[src/rtl/tone_div_ctrl.sv]
// Note-to-tone controller: priority-selects one of 8 key requests, maps it to an
// octave-scaled half-period divisor and drives a glitch-free square-wave tone.
module tone_div_ctrl #(
    parameter int CNT_W = 19,
    parameter int OCT_W = 2
) (
    input  logic             clk,
    input  logic             reset,
    input  logic [7:0]       key,
    input  logic [OCT_W-1:0] oct,
    output logic             tone_out,
    output logic             busy,
    output logic [2:0]       active_key,
    output logic [CNT_W-1:0] div_cnt,
    output logic [CNT_W-1:0] cur_div
);

    // state   | meaning
    // IDLE    | silent, counter held at 0, waiting for a key
    // RUN     | tone sounding, pitch may change at each wrap
    // DRAIN   | keys released on a low half, finishing the last high half

    localparam logic [1:0] S_IDLE  = 2'd0;
    localparam logic [1:0] S_RUN   = 2'd1;
    localparam logic [1:0] S_DRAIN = 2'd2;

    logic [1:0]       state;
    logic [2:0]       sel;
    logic             req;
    logic [CNT_W-1:0] nd;
    logic             wrap;

    // Half-period counts for the 8 notes at a 50 MHz clock.
    function automatic logic [CNT_W-1:0] base_div(input logic [2:0] idx);
        logic [CNT_W-1:0] v;
        case (idx)
            3'd0:    v = CNT_W'(95556);
            3'd1:    v = CNT_W'(85131);
            3'd2:    v = CNT_W'(75843);
            3'd3:    v = CNT_W'(71586);
            3'd4:    v = CNT_W'(63776);
            3'd5:    v = CNT_W'(56818);
            3'd6:    v = CNT_W'(50619);
            default: v = CNT_W'(47778);
        endcase
        return v;
    endfunction

    always_comb begin
        sel = 3'd0;
        for (int i = 7; i >= 0; i--) begin
            if (key[i]) sel = 3'(i);
        end
    end

    assign req  = |key;
    assign nd   = base_div(sel) >> oct;
    assign wrap = (div_cnt == cur_div - CNT_W'(1));
    assign busy = (state == S_RUN) || (state == S_DRAIN);

    always_ff @(posedge clk) begin
        if (!reset) begin
            state      <= S_IDLE;
            tone_out   <= 1'b0;
            active_key <= 3'd0;
            div_cnt    <= '0;
            cur_div    <= '0;
        end else begin
            case (state)
                S_IDLE: begin
                    div_cnt  <= '0;
                    tone_out <= 1'b0;
                    if (req) begin
                        cur_div    <= nd;
                        active_key <= sel;
                        state      <= S_RUN;
                    end
                end
                S_RUN: begin
                    if (wrap) begin
                        div_cnt  <= '0;
                        tone_out <= ~tone_out;
                        if (req) begin
                            cur_div    <= nd;
                            active_key <= sel;
                        end else if (tone_out) begin
                            state <= S_IDLE;
                        end else begin
                            // going high with no key: one more half period to end low
                            state <= S_DRAIN;
                        end
                    end else begin
                        div_cnt <= div_cnt + CNT_W'(1);
                    end
                end
                S_DRAIN: begin
                    if (wrap) begin
                        div_cnt  <= '0;
                        tone_out <= ~tone_out;
                        if (req) begin
                            cur_div    <= nd;
                            active_key <= sel;
                            state      <= S_RUN;
                        end else begin
                            state <= S_IDLE;
                        end
                    end else begin
                        div_cnt <= div_cnt + CNT_W'(1);
                    end
                end
                default: state <= S_IDLE;
            endcase
        end
    end

endmodule
[config.mk]
export PLATFORM = sky130hd
export DESIGN_NAME = tone_div_ctrl
export DESIGN_NICKNAME = d
export VERILOG_FILES = /design/src/rtl/tone_div_ctrl.sv
export SDC_FILE = /design/constraint.sdc
export NUM_CORES = 1
export LEC_CHECK = 0
export BUFFER_PORTS_ARGS = -buffer_cell sky130_fd_sc_hd__clkbuf_2
export CAP_MARGIN = 20
export CORE_ASPECT_RATIO = 1.4
export CORE_MARGIN = 2
export CORE_UTILIZATION = 30
export CTS_BUF_LIST = sky130_fd_sc_hd__clkbuf_4
export CTS_CLUSTER_SIZE = 14
export DETAILED_ROUTE_END_ITERATION = 7
export GPL_TIMING_DRIVEN = 0
export PLACE_DENSITY = 0.55
export SKIP_LAST_GASP = 1
export SLEW_MARGIN = 30
export SYNTH_ARGS = -nofsm -noshare
export SYNTH_HDL_FRONTEND = slang
export SYNTH_SLANG_ARGS = --single-unit
[constraint.sdc]
create_clock -name clk -period 4.2 [get_ports clk]
set_input_delay 0.21 -clock clk [delete_from_list [all_inputs] [get_ports clk]]
set_output_delay 0.21 -clock clk [all_outputs]
set_load 0.05 [all_outputs]
Yosys cells after proc, flatten, opt, wreduce, memory -nomap -nowiden
Index checks and enable logic that the tools add are counted.

Input bits: 12. Output and inout bits: 43. Register bits: 44. Logic and storage cells: 57.

Add/sub/neg operators: 2. Reduce and logical (&&, ||, !) cells: 8. Shifts and indexed selects: 1. Bitwise logic cells: 1. Mux-type cells: 26. Equality and inequality tests: 14.

Operator list (count): $pmux W17 S7 (1); $pmux W19 S2 (2); $mux W19 (3); $mux W3 (10); $add A19 B1 Y19 const B (1); $eq A19 B19 Y1 (1); $shr A19 B2 Y19 (1); $sub A19 B1 Y19 const B (1); $mux W2 (5); $eq A3 B3 Y1 const B (3); $ne A2 B2 Y1 const B (4); $reduce_or A8 Y1 (1); $eq A3 B2 Y1 const B (2); $pmux W2 S3 (1); $pmux W3 S2 (1); $reduce_and A4 Y1 (1); $eq A3 B1 Y1 const B (1); $logic_not A3 Y1 (1); $eq A2 B1 Y1 const B (1); $eq A2 B2 Y1 const B (1); $logic_not A2 Y1 (1); $mux W1 (2); $ne A2 B1 Y1 const B (1); $pmux W1 S2 (1); 5 further kinds (5).

Logic depth before layout (Yosys ltp)
Depth after elaboration: 14. Mapped depth: 14. Depth with buffers taken out: 10.

Worst setup path before layout
No wires, ideal clock.

Path type: register to register. Start point: register cur_div[0]. End point: register div_cnt[4]. Period minus slack after synthesis: 3318 ps. Stages on the path, launching flop included: 15. Data required time: 4056 ps. Library setup time: 144 ps. Data arrival time: 3174 ps. Buffers on the path: 4. Setup slack: 882 ps. Cell sequence: dfxtp_1 > clkbuf_1 > inv_1 > ha_1 > buf_2 > o21ba_2 > a221oi_1 > a41oi_1 > nor4_1 > nand3_1 > or4_1 > buf_2 > buf_6 > a41oi_2 > mux2i_1.

Longest elaborated chain between the ends: 4.

RTL lines: start: declaration (line 15) `output logic [CNT_W-1:0] cur_div`; start signal: assignment (line 74) `cur_div <= nd;`; start signal: assignment (line 84) `cur_div <= nd;`; start signal: assignment (line 101) `cur_div <= nd;`; $sub A19 B1 Y19 (line 58) `assign wrap = (div_cnt == cur_div - CNT_W'(1));`; $eq A19 B19 Y1 (line 58); $mux W19 (line 80, 97); $pmux W19 S2 (line 69) `case (state)`; end signal: assignment (line 93) `div_cnt <= div_cnt + CNT_W'(1);`; end signal: assignment (line 108) `div_cnt <= div_cnt + CNT_W'(1);`; end: declaration (line 14) `output logic [CNT_W-1:0] div_cnt,`.

Every way passes these cells. A chain may end at the register's enable or synchronous reset.

Worst setup path after layout
Start point: register cur_div[0]. End point: register div_cnt[6].

Same word-level chain as after synthesis.

==> key figures <==
Critical path
  • Critical path cell sequence: clkbuf_1, inv_1, ha_1, buf_2, o21ba_2, a221oi_1, a41oi_1, nor4_1, nand3_1, or4_1, buf_2, buf_6, a41oi_2, mux2i_1
  • Slowest-stage cell, CP: nor4_1
  • Crit path DAT: 4020 ps
  • Reg2Reg Depth: 14
  • Critical path type: reg -> reg
  • Reg-to-reg endpoint: div_cnt[6]
  • WP data required: 4480 ps
  • FF-to-FF Start: cur_div[0]
  • CP Max Fanout: 10
  • Cell mode on critical path: buf_2
  • CP Launch Type: flop
  • Internal reg-to-reg setup slack: 460 ps
  • Endpoint type of the worst setup path: flop
  • Worst stage delay on the critical path: 560 ps

Timing
  • Fin. Hold Viols: 0
  • Final Max Slew Viols: 0
  • Final setup viols: 0
  • Fin crit period: 3744 ps
  • Max_slew headroom: 42.57%
  • Fmax: 267.1 MHz
  • Worst-margin pin slew: 854.3 ps
  • Final worst setup slack: 455.7 ps
  • RSZ-0062 raised after global routing: no
  • Final Cycle Share: 89.15%
  • Fin Setup TNS: 0 ps
  • Clock skew: 22.72 ps

Die
  • Die Ht: 138.0 µm
  • Core Area: 12430 µm²
  • Chip width: 99.71 µm
  • Die area: 13760 µm²
  • Initial core utilization: 30.95%
  • IO Pins: 55
  • Rows: 48

Pwr
  • Peak supply drop: 0.2019 mV
  • Power per cell area: 579.1 nW/µm²
  • Leak pwr: 1.546 nW

Place
  • Gpl congestion: 0.9338
  • Post-DP HPWL: 10.51 mm
  • Dpl ws: 545.1 ps
  • IO buf count: 50

Clocking
  • Hold_buf cts: 0
  • H-tree Lvls: 2
  • # Post-CTS Setup Buffers: 0
  • Post-CTS Resized: 0
  • Clock root cell: clkbuf_4
  • Bufs on Longest Clock Path: 2
  • Reg clk slew, reported paths: 140 ps
  • Latest clock arrival within the worst-skew pair: 390 ps
  • CTS tree: done
  • Clk sink count: 42
  • Number of buffers created by CTS: 5

Global routing
  • Vias in the first global route: 4138
  • GR Util All Layers: 19.60%
  • First-pass GRT wire length: 21.48 mm
  • Initial antenna violation count: 0
  • Largest net degree at the start of global routing: 14
  • Grt ovf: 0

Synth
  • Count of cell types in the netlist: 71
  • Cells after synthesis: 528
  • Prevailing post-synth register cell: dfxtp_1
  • Post-Syn Area: 3847 µm²
  • EDFF count, synth: 0
  • Synth Warn #: 0
  • Asr flop ratio synth: 0%
  • Seq/Total Area, Yosys: 21.85%
  • Syn avg cell area: 7.287 µm²
  • FF+latch count, synth: 42

Final layout
  • Area of the multi-input gates: 2721 µm²
  • Layout area overhead: 13.01%
  • Count of nets after finishing: 604
  • Most common cell after layout, fill and taps aside: nand2_1
  • Antenna Cells: 0
  • Fill cell count: 1370
  • Most frequent cells in the layout: nand2_1, clkbuf_2, nor2_1
  • Layout cells sized above 1: 15.33%
  • Sequential Area: 840.8 µm²

Route
  • First-pass iteration count of the detailed router: 8
  • Via count: 4360
  • Routed wire length: 13.64 mm
  • DR WL/cell: 18.50 µm
  • Final ANT Viol Nets: 0
  • Initial DRC Count: 270
  • Vias per cell: 5.916
  • DRC Markers: 1

Min path
  • HP Start: key[0]
  • Hold Crit Depth: 4
  • HP Class: in -> reg
  • Hold Crit Endpoint: cur_div[16]

Run status
  • Outcome: finished, violations left
  • Failing checks: DRC

Run
  • Max cap viols: 0
-- worst max-delay path by stage --
stage               startpoint     endpoint
floorplan           cur_div[0]   div_cnt[4]
global placement    cur_div[0]   div_cnt[6]
detailed placement  cur_div[0]   div_cnt[1]
CTS                 cur_div[0]  div_cnt[18]
global route        cur_div[0]   div_cnt[6]
finish              cur_div[0]   div_cnt[6]
-- stage by stage --
| step | cells | power (W) | utilization, % | area [µm²] | hold slack [ps] |
|---|---|---|---|---|---|
| after floorplan | 529 | 0.001909 | - | 3851 | 471.0 |
| after global placement | 729 | 0.002272 | 34.50 | 4289 | 473.9 |
| after detailed placement | 729 | 0.002296 | 34.50 | 4289 | 474.1 |
| after CTS | 737 | 0.002515 | 34.97 | 4348 | 363.5 |
| after global routing | 737 | 0.002691 | 34.97 | 4348 | 381.8 |
| final | 737 | 0.002518 | 34.97 | 4348 | 369.3 |
-- registers in the layout, summed over array words and instances (netlist names) --
signal      flops
div_cnt        19
state           2
cur_div        17
active_key      3
tone_out        1
-- routing by layer --
metal	vias up	global-route usage, %	part of all wire [%]
met5	-	0	0
met4	0	7.610	3.2
met3	32	2.671	5.5
met2	193	37.09	51
met1	2042	22.02	40
li1	2093	-	-
-- cell usage after synthesis, drive strengths merged, types with 7 or more instances --
cell type  number  area (µm²)
nor4           10       98.84
o211ai         11       82.58
nor3           21       105.1
a41oi          10       117.6
a21oi          27       135.1
buf            15       111.4
inv            12       45.04
nor2           44       165.2
xor2           10       87.58
clkbuf         33       125.1
nand3          36       180.2
and3            7       43.79
mux2i          15       150.1
nand2          54       210.2
dfxtp          42       840.8
xnor2          16       140.1
o22ai           7       43.79
o21ai          36       180.2
nand4          16       100.1
or3             8       55.05
-- critical path: cells and delay by family (launching register included) --
kind | cells | cell delay, ps
adders and majority gates | 1 | 220
and+or+nand+nor | 3 | 1090
muxes | 1 | 100
DFF | 1 | 360
AOI/OAI and AO/OA | 4 | 810
buffers and inverters | 5 | 1030
-- logic make-up after synthesis --
kind of cell / count (synthesis) / synth area share, %
xor+xnor: 26 / 5.918
other cells: 1 / 0.09747
simple gates: 226 / 30.83
flops: 42 / 21.85
buf+inv: 62 / 7.512
mux: 19 / 5.073
compound gates: 146 / 26.76
fa+ha+maj: 6 / 1.951
-- final cells by class --
cell class	instances	area share, %
inverters	14	1.209
clock buffers	6	1.036
plain buffers	48	5.439
repair buffers	50	5.755
flip-flops and latches	42	19.34
clock inverters	2	0.3165
multi-input cells	425	62.59
well taps	150	4.317
-- power by group --
part | total (W) | switching [W] | internal (W) | leakage, nW
Sequential | 0.000602 | 0.000125 | 0.000477 | 0.342
Combinational | 0.00170 | 0.00110 | 0.000595 | 1.17
Clock | 0.000218 | 0.000146 | 0.0000722 | 0.0356
No activity file was read; power rests on OpenSTA's default activity.
